$ cat src/rtl/mem_arbiter.sv
// Two-requester (CPU / DMA) arbiter in front of the shared ROM+RAM memory controller.
// Optional build macro ARB_ROUND_ROBIN_EN replaces CPU priority + burst guard with strict alternation.
module mem_arbiter #(
   parameter int DATA_W    = 32,
   parameter int ROM_END   = 152099,
   parameter int RAM_END   = 305735,
   parameter int MAX_BURST = 4
) (
   input  logic              clk,
   input  logic              reset,
   input  logic              cpu_req,
   input  logic              cpu_we,
   input  logic [DATA_W-1:0] cpu_addr,
   input  logic [DATA_W-1:0] cpu_wd,
   output logic              cpu_gnt,
   output logic              cpu_rvalid,
   output logic [DATA_W-1:0] cpu_rd,
   input  logic              dma_req,
   input  logic              dma_we,
   input  logic [DATA_W-1:0] dma_addr,
   input  logic [DATA_W-1:0] dma_wd,
   output logic              dma_gnt,
   output logic              dma_rvalid,
   output logic [DATA_W-1:0] dma_rd,
   output logic              mem_we,
   output logic [DATA_W-1:0] mem_addr,
   output logic [DATA_W-1:0] mem_wd,
   input  logic [DATA_W-1:0] mem_rd,
   output logic              err,
   output logic [DATA_W-1:0] err_addr
);

   localparam logic [DATA_W-1:0] ROM_END_W = DATA_W'(ROM_END);
   localparam logic [DATA_W-1:0] RAM_END_W = DATA_W'(RAM_END);

   typedef enum logic [1:0] {WIN_NONE, WIN_CPU, WIN_DMA} win_e;

   win_e              win;
   logic              cpu_pref;
   logic              sel_we;
   logic [DATA_W-1:0] sel_addr;
   logic [DATA_W-1:0] sel_wd;
   logic              illegal;

   logic              cpu_rvalid_q, dma_rvalid_q;
   logic [DATA_W-1:0] cpu_rd_q, dma_rd_q;
   logic              err_q;
   logic [DATA_W-1:0] err_addr_q;

`ifdef ARB_ROUND_ROBIN_EN
   logic last_dma;

   // Under contention the requester that did not win last time goes next.
   assign cpu_pref = last_dma;
`else
   localparam logic [3:0] MAX_BURST_W = 4'(MAX_BURST);

   logic [3:0] burst_cnt;

   // CPU keeps priority until it has starved a waiting DMA for MAX_BURST grants.
   assign cpu_pref = (burst_cnt != MAX_BURST_W);
`endif

   always_comb begin
      // NOTE: every output of this block gets a default first, so no path can infer a latch.
      win      = WIN_NONE;
      sel_we   = 1'b0;
      sel_addr = '0;
      sel_wd   = '0;
      if (!reset) begin
         if (cpu_req && (!dma_req || cpu_pref)) begin
            win = WIN_CPU;
         end else if (dma_req) begin
            win = WIN_DMA;
         end
      end
      case (win)
         WIN_CPU: begin
            sel_we   = cpu_we;
            sel_addr = cpu_addr;
            sel_wd   = cpu_wd;
         end
         WIN_DMA: begin
            sel_we   = dma_we;
            sel_addr = dma_addr;
            sel_wd   = dma_wd;
         end
         default: ;
      endcase
   end

   assign illegal  = (win != WIN_NONE) &&
                     ((sel_we && (sel_addr <= ROM_END_W)) || (sel_addr > RAM_END_W));

   // Illegal accesses are still granted but never reach the memory.
   assign mem_we   = sel_we && !illegal;
   assign mem_addr = illegal ? '0 : sel_addr;
   assign mem_wd   = sel_wd;

   assign cpu_gnt  = (win == WIN_CPU);
   assign dma_gnt  = (win == WIN_DMA);

   // A response due in the reset cycle is suppressed immediately, not one cycle later.
   assign cpu_rvalid = cpu_rvalid_q && !reset;
   assign dma_rvalid = dma_rvalid_q && !reset;
   assign cpu_rd     = cpu_rd_q;
   assign dma_rd     = dma_rd_q;
   assign err        = err_q;
   assign err_addr   = err_addr_q;

   always_ff @(posedge clk) begin
      // NOTE: non-blocking assignments so every register samples pre-edge values together.
      if (reset) begin
         cpu_rvalid_q <= 1'b0;
         dma_rvalid_q <= 1'b0;
         cpu_rd_q     <= '0;
         dma_rd_q     <= '0;
         err_q        <= 1'b0;
         err_addr_q   <= '0;
      end else begin
         cpu_rvalid_q <= (win == WIN_CPU) && !sel_we;
         dma_rvalid_q <= (win == WIN_DMA) && !sel_we;
         if ((win == WIN_CPU) && !sel_we) begin
            cpu_rd_q <= illegal ? '0 : mem_rd;
         end
         if ((win == WIN_DMA) && !sel_we) begin
            dma_rd_q <= illegal ? '0 : mem_rd;
         end
         if (illegal && !err_q) begin
            err_q      <= 1'b1;
            err_addr_q <= sel_addr;
         end
      end
   end

`ifdef ARB_ROUND_ROBIN_EN
   always_ff @(posedge clk) begin
      if (reset) begin
         last_dma <= 1'b1;
      end else if (win == WIN_CPU) begin
         last_dma <= 1'b0;
      end else if (win == WIN_DMA) begin
         last_dma <= 1'b1;
      end
   end
`else
   always_ff @(posedge clk) begin
      if (reset) begin
         burst_cnt <= '0;
      end else if (!dma_req || (win == WIN_DMA)) begin
         burst_cnt <= '0;
      end else if ((win == WIN_CPU) && (burst_cnt != MAX_BURST_W)) begin
         burst_cnt <= burst_cnt + 4'd1;
      end
   end
`endif

endmodule
$ cat config.mk
export PLATFORM = sky130hd
export DESIGN_NAME = mem_arbiter
export DESIGN_NICKNAME = d
export VERILOG_FILES = /design/src/rtl/mem_arbiter.sv
export SDC_FILE = /design/constraint.sdc
export NUM_CORES = 1
export LEC_CHECK = 0
export CAP_MARGIN = 20
export CELL_PAD_IN_SITES_DETAIL_PLACEMENT = 0
export CELL_PAD_IN_SITES_GLOBAL_PLACEMENT = 1
export CORE_MARGIN = 8
export CORE_UTILIZATION = 27
export CTS_CLUSTER_DIAMETER = 50
export DETAILED_ROUTE_END_ITERATION = 12
export GPL_TIMING_DRIVEN = 0
export PLACE_DENSITY = 0.86
export SLEW_MARGIN = 20
export SYNTH_ARGS = -nofsm -noshare
export SYNTH_HDL_FRONTEND = slang
export SYNTH_SLANG_ARGS = --single-unit
$ cat constraint.sdc
create_clock -name clk -period 12.3 [get_ports clk]
set_input_delay 3.69 -clock clk [delete_from_list [all_inputs] [get_ports clk]]
set_output_delay 3.69 -clock clk [all_outputs]
set_load 0.1 [all_outputs]
== After elaboration in Yosys (flattened, before gate mapping) ==
Index checks and enable logic that the tools add are counted.

* Multipliers: 0
* Reductions and logical operators: 20
* Shifts and indexed selects: 0
* Mux-type cells: 8
* $add $sub $neg: 1
* Magnitude comparators: 2
* Equal/unequal tests: 3
* Bitwise logic cells: 0
* Divide/modulo/power cells: 0

{| class="wikitable"
|+ Operator list
! cell !! number
|-
| one-hot mux 32 bit (2 select lines) || 2
|-
| 2-to-1 mux 32 bit || 2
|-
| > comparator 32 x 19 -> 1 bit, second input constant || 1
|-
| less-or-equal comparator 32 x 18 -> 1 bit, second input constant || 1
|-
| logical AND 1 bit || 10
|-
| 2-to-1 mux 2 bit || 3
|-
| logical NOT 1 bit || 5
|-
| adder 4 x 1 -> 4 bit, second input constant || 1
|-
| != test 4 x 3 -> 1 bit, second input constant || 1
|-
| logical OR 1 bit || 3
|-
| == test 2 x 1 -> 1 bit, second input constant || 1
|-
| == test 2 bit, second input constant || 1
|-
| one-hot mux 1 bit (2 select lines) || 1
|-
| nonzero test 2 bit || 1
|-
| OR reduction 2 bit || 1
|}

* Memories: 0
* Register bits: 103
* Memory bits (writable): 0
* Bits in latches: 0
* Input port bits: 166
* Bits in read-only memories: 0

== Logic depth before layout (Yosys ltp) ==
Gate-level depths: netlist of run 1.

* Depth in word-level cells: 13
* Depth in mapped cells: 17

== Worst setup path before layout of run 1 ==
Ideal clock, no wire load.

* Kind: input port to output port
* From: input port reset
* To: output port mem_addr[25]
* Stages: 14
* Data arrival time: 9071 ps
* Data required time: 8610 ps
* Slack: -461 ps
* Cells stage by stage: clkbuf_1 inv_1 and3_1 inv_1 ha_1 buf_2 a22oi_1 nor3_1 nand4_1 or4_1 a31oi_4 o22ai_2 buf_2 nor3_1

* Word-level cells in the longest chain between the ends: 8
* Elaborated cells between the ends (all ways): 12

{| class="wikitable"
|+ Ends and longest elaborated chain
! what !! line !! RTL
|-
| from (decl) || 10 || <nowiki>input logic reset,</nowiki>
|-
| 2-to-1 mux 2 bit (*) || 70 || <nowiki>if (!reset) begin</nowiki>
|-
| == test 2 bit (*) || -- ||
|-
| named net dma_gnt || 22 || <nowiki>output logic dma_gnt,</nowiki>
|-
| one-hot mux 32 bit (2 select lines) || 77 || <nowiki>case (win)</nowiki>
|-
| less-or-equal comparator 32 x 18 -> 1 bit || 93 || <nowiki>((sel_we && (sel_addr <= ROM_END_W)) || (sel_addr > RAM_END_W));</nowiki>
|-
| logical AND 1 bit || 93 ||
|-
| logical OR 1 bit || 93 ||
|-
| logical AND 1 bit || 92 || <nowiki>assign illegal = (win != WIN_NONE) &&</nowiki>
|-
| 2-to-1 mux 32 bit (*) || 97 || <nowiki>assign mem_addr = illegal ? '0 : sel_addr;</nowiki>
|-
| to (decl) || 26 || <nowiki>output logic [DATA_W-1:0] mem_addr,</nowiki>
|}

The timed path passes the listed nets; every way through them passes the cells marked *.

== Final worst setup path of run 1 ==
* From: input port dma_req
* To: output port mem_addr[0]

* Word-level cells in the longest chain between the ends: 12
* Elaborated cells between the ends (all ways): 17

{| class="wikitable"
|+ Ends and longest elaborated chain
! what !! line !! RTL
|-
| from (decl) || 18 || <nowiki>input logic dma_req,</nowiki>
|-
| logical NOT 1 bit || 71 || <nowiki>if (cpu_req && (!dma_req || cpu_pref)) begin</nowiki>
|-
| logical OR 1 bit || 71 ||
|-
| logical AND 1 bit || 71 ||
|-
| 2-to-1 mux 2 bit (*) || 71 ||
|-
| 2-to-1 mux 2 bit (*) || 70 ||
|-
| == test 2 bit / == test 2 x 1 -> 1 bit (equally long branches) || 77 ||
|-
| one-hot mux 32 bit (2 select lines) || 77 ||
|-
| less-or-equal comparator 32 x 18 -> 1 bit || 93 ||
|-
| logical AND 1 bit || 93 ||
|-
| logical OR 1 bit || 93 ||
|-
| logical AND 1 bit || 92 ||
|-
| 2-to-1 mux 32 bit (*) || 97 ||
|}

Every way passes the cells marked *; elsewhere a longest branch is shown, timed or not.

==> metrics.md, run 1 <==
| Metric | Value |
|---|---|
| Clock net sink count | `103` |
| Final Max Tran Viols | `0` |
| Min Tclk post-route | `12020 ps` |
| Vias | `6374` |
| Layout Skew | `12.2 ps` |
| Mux share of post-synthesis cell area | `6.75%` |
| Post-synth EDFFs | `0` |
| Power share of the sequential group | `36.0%` |
| Seq/Total Area, Yosys | `38.6%` |
| DP Cell Count | `1289` |
| Share of post-route cells with drive strength above 1 | `7.12%` |
| Port Buffer Count | `330` |
| R2R depth | `17` |
| CP dominant cell by count | `clkdlybuf4s50_1` |
| Final #Nets | `1206` |
| Period utilization | `97.7%` |
| Layout Cells excl Fill | `1305` |
| Synth Area in Adders | `under 10%` |
| Final setup vio count | `0` |
| Max-slew headroom | `between 20% and 30%` |
| Number of CTS-inserted buffers | `9` |
| Netlist cell types | `47` |
| Min-Delay Path Depth | `2` |
| Avg WL per Cell | `18.9 um` |
| Grt ovf | `0` |
| Worst reg2reg path startpoint | `burst_cnt[0]$_SDFFE_PP0P_` |
| Largest net degree at the start of global routing | `22` |
| Mapped cell area | `approximately 0.0053 mm2` |
| Crit path kind | `input pin to output pin` |
| Die W | `157 um` |
| P_sw | `~0.00037 W` |
| Clock power frac | `31.0%` |
| Clock transition at path regs | `70 ps` |
| PwrDens | `103 mW/mm2` |
| Sw frac | `38.6%` |
| Max Cap Viol | `0` |
| Synth Flop Type | `dfxtp_1` |
| Peak supply drop | `0.0000823 V` |
| Post-Syn Instances | `between 600 and 700` |
| Gate power share | `33.0%` |
| Clock tree from TritonCTS | `built` |
| DP Wirelength | `19.8 mm` |
| Hold Path Sink | `cpu_rd[24]$_SDFFE_PP0P_` |
| Crit path DAT | `8330 ps` |
| Reg2Reg Setup Slack | `8010 ps` |
| Initial antenna violation count | `1` |
| Syn Area/Cell | `7.69 um2` |
| Hold path startpoint | `cpu_rd[24]$_SDFFE_PP0P_` |
| Area Overhead vs Synth | `75.4%` |
| XOR/XNOR Fraction of Synth Area | `0.328%` |
| Gp weighted congestion | `0.889` |
| Ports | `roughly 330` |
| Power Internal | `0.000594 W` |
| Worst Setup Start Kind | `input pin` |
| Reg-to-Reg End | `err_addr[20]$_SDFFE_PP0P_` |
| Root Buffer | `clkbuf_16` |
| GRT Overall Usage | `19.3%` |
| Crit. End Element | `output pin` |
| Dominant cells by area after synthesis | `dfxtp_1, nand2_1, a22oi_1, a21oi_1, mux2_2` |
| Async SR Flop Fraction | `0%` |
| Pin slew with the least headroom to its limit | `1050 ps` |
| CORE AREA | `0.0195 mm2` |
| Leakage | `3.71 nW` |
| Iteration-0 DRC Markers | `396` |
| Num rows | `51` |
| Initial Utilization | `27.4%` |
| Syn_nets | `a little under 900` |
| Ys Warns | `0` |
| Final hold vios | `0` |
| CP max FO | `10` |
| Top-count cell post-synth | `nand2_1` |
| Most frequent cells after synthesis | `nand2_1, dfxtp_1, a21oi_1` |
| RSZ-0062 raised after global routing | `false` |
| Antenna-violating nets left | `0` |
| Largest area contributor in the synthesized netlist | `dfxtp_1` |
| Synth Area in Compound Gates | `20.7%` |
| Delay of the slowest critical-path stage | `between 1000 and 1500 ps` |
| HP Class | `flop to flop` |
| Number of synthesized register bits | `103` |
| Filler instances | `1899` |
| Vias in the first global route | `6276` |
| DR pass1 iterations | `5` |
| Final WS setup | `approximately 280 ps` |
| First-pass GRT wire length | `36.7 mm` |
| Pre-CTS worst setup slack | `113 ps` |
| Status | `completed` |
| Main combinational cell family by area after synthesis | `simple AND/OR/NAND/NOR gates` |
| Die ar. | `0.0245 mm2` |
| CP required | `approximately 8600 ps` |
| Antenna diodes | `0` |
| H-tree levels | `3` |
| Post-Synth Simple-Gate Area | `a little over a quarter` |
| Post-CTS Setup Bufs | `0` |
| Total Wirelength | `~25 mm` |
| Clk buf depth | `2` |
| CP max stage cell | `clkdlybuf4s50_1` |
| Clock Latency Late Sink | `360 ps` |
| Top-area cell type share of the netlist area | `38.6%` |
| Vias per cell | `4.88` |
| Die Y-Extent | `157 um` |
| Post-route DRC | `0` |
| F_max | `83.2 MHz` |
| Crit-path cells | `clkdlybuf4s50_1 -> nand4b_1 -> and3_1 -> ha_1 -> buf_4 -> buf_2 -> a22oi_1 -> a41oi_1 -> a211oi_1 -> nand2_1 -> a31oi_4 -> o22ai_2 -> nor3_1 -> clkdlybuf4s50_1` |
-- power by group through the flow --
stage / Sequential, W / Clock (W) / Combinational (W)
after floorplan: 0.000424 / 0 / 0.000131
after detailed placement: 0.000356 / 0 / 0.000320
final: 0.000348 / 0.000300 / 0.000319
after global routing: 0.000350 / 0.000319 / 0.000335
after CTS: 0.000348 / 0.000306 / 0.000321
after global placement: 0.000356 / 0 / 0.000319
-- final cells by class --
cell class	count	area [um2]	share of cell area, %
Timing Repair Buffer	330	3380	36.1
Multi-Input combinational cell	521	2970	31.7
Sequential cell	103	2060	22.0
Tap cell	265	332	3.54
Buffer	64	287	3.06
Clock buffer	9	225	2.40
Clock inverter	7	91.3	0.975
Inverter	6	22.5	0.240
-- placed cells by master, fill, tap and decap left out, types with 9 or more instances in the layout --
cell,synthesis,routed
a21oi_1,69,69
a22oi_1,65,65
buf_2,16,16
clkbuf_1,36,36
clkbuf_16,0,9
clkdlybuf4s50_1,0,300
dfxtp_1,103,103
dlymetal6s2s_1,0,30
mux2_2,30,30
nand2_1,136,136
nor2_1,53,53
nor2b_1,34,34
nor3_1,64,64
o21ai_0,12,12
-- kinds of logic (layout without fill, tap and decap cells) --
kind of cell	after synthesis	after routing
muxes	32	32
DFF	103	103
adders and majority gates	5	5
xor gates and xnor gates	2	2
and+or+nand+nor	314	314
AOI/OAI and AO/OA	168	168
buffers and inverters	70	416
-- critical path: cells and delay by family --
kind,cells,cell delay (ps)
AO/OA/AOI/OAI,5,1590
AND/OR/NAND/NOR,4,690
adder cells (fa/ha/maj),1,260
buffers and inverters,4,2080
-- metrics by stage --
| stage | hold slack (ps) | cell area [um2] | total power [W] | setup TNS, ps | util, % |
|---|---|---|---|---|---|
| after floorplan | 458 | 5340 | 0.000555 | -12890 | - |
| after global placement | 441 | 8970 | 0.000675 | 0 | 46.1 |
| after detailed placement | 446 | 8970 | 0.000676 | 0 | 46.1 |
| after CTS | 457 | 9290 | 0.000975 | 0 | 47.7 |
| after global routing | 476 | 9370 | 0.00100 | 0 | 48.1 |
| final | 456 | 9370 | 0.000968 | 0 | 48.1 |
-- timing repair --
| item | 4_1_cts | 5_1_grt |
|---|---|---|
| hold buffers | 0 | 0 |
| endpoints found under the setup margin | 0 | 30 |
| gates resized for setup | 0 | 30 |
-- worst max path at each step --
stage / from / end / slack (ps)
after floorplan: reset / mem_addr[25] / -460
after global placement: dma_req / mem_addr[3] / 80
after detailed placement: dma_req / mem_addr[26] / 110
after CTS: dma_req / mem_addr[26] / 80
after global routing: dma_req / mem_addr[0] / 90
final: dma_req / mem_addr[0] / 280
-- routing by layer --
| layer | GRT usage, % | vias up | routed length [um] |
|---|---|---|---|
| met2 | 33.5 | 278 | 12000 |
| met5 | 0 | - | 8 |
| met3 | 5.65 | 24 | 2140 |
| met4 | 4.76 | 2 | 391 |
| met1 | 22.8 | 2964 | 10100 |
| li1 | - | 3106 | - |
-- sequential cells by signal (all words and copies together) (netlist names) --
signal / count
burst_cnt: 4
cpu_rd: 32
cpu_rvalid_q: 1
dma_rd: 32
dma_rvalid_q: 1
err: 1
err_addr: 32
No activity file was read; power rests on OpenSTA's default activity.
==> run 2: changes to the inputs <==
--- a/config.mk
+++ b/config.mk
@@ -5,6 +5,7 @@
 export SDC_FILE = /design/constraint.sdc
 export NUM_CORES = 1
 export LEC_CHECK = 0
+export ABC_CLOCK_PERIOD_IN_PS = 12300
 export CAP_MARGIN = 20
 export CELL_PAD_IN_SITES_DETAIL_PLACEMENT = 0
 export CELL_PAD_IN_SITES_GLOBAL_PLACEMENT = 1
==> results of run 2 <==
Same layout as run 1: the final DEF is identical, and so are final timing and power.
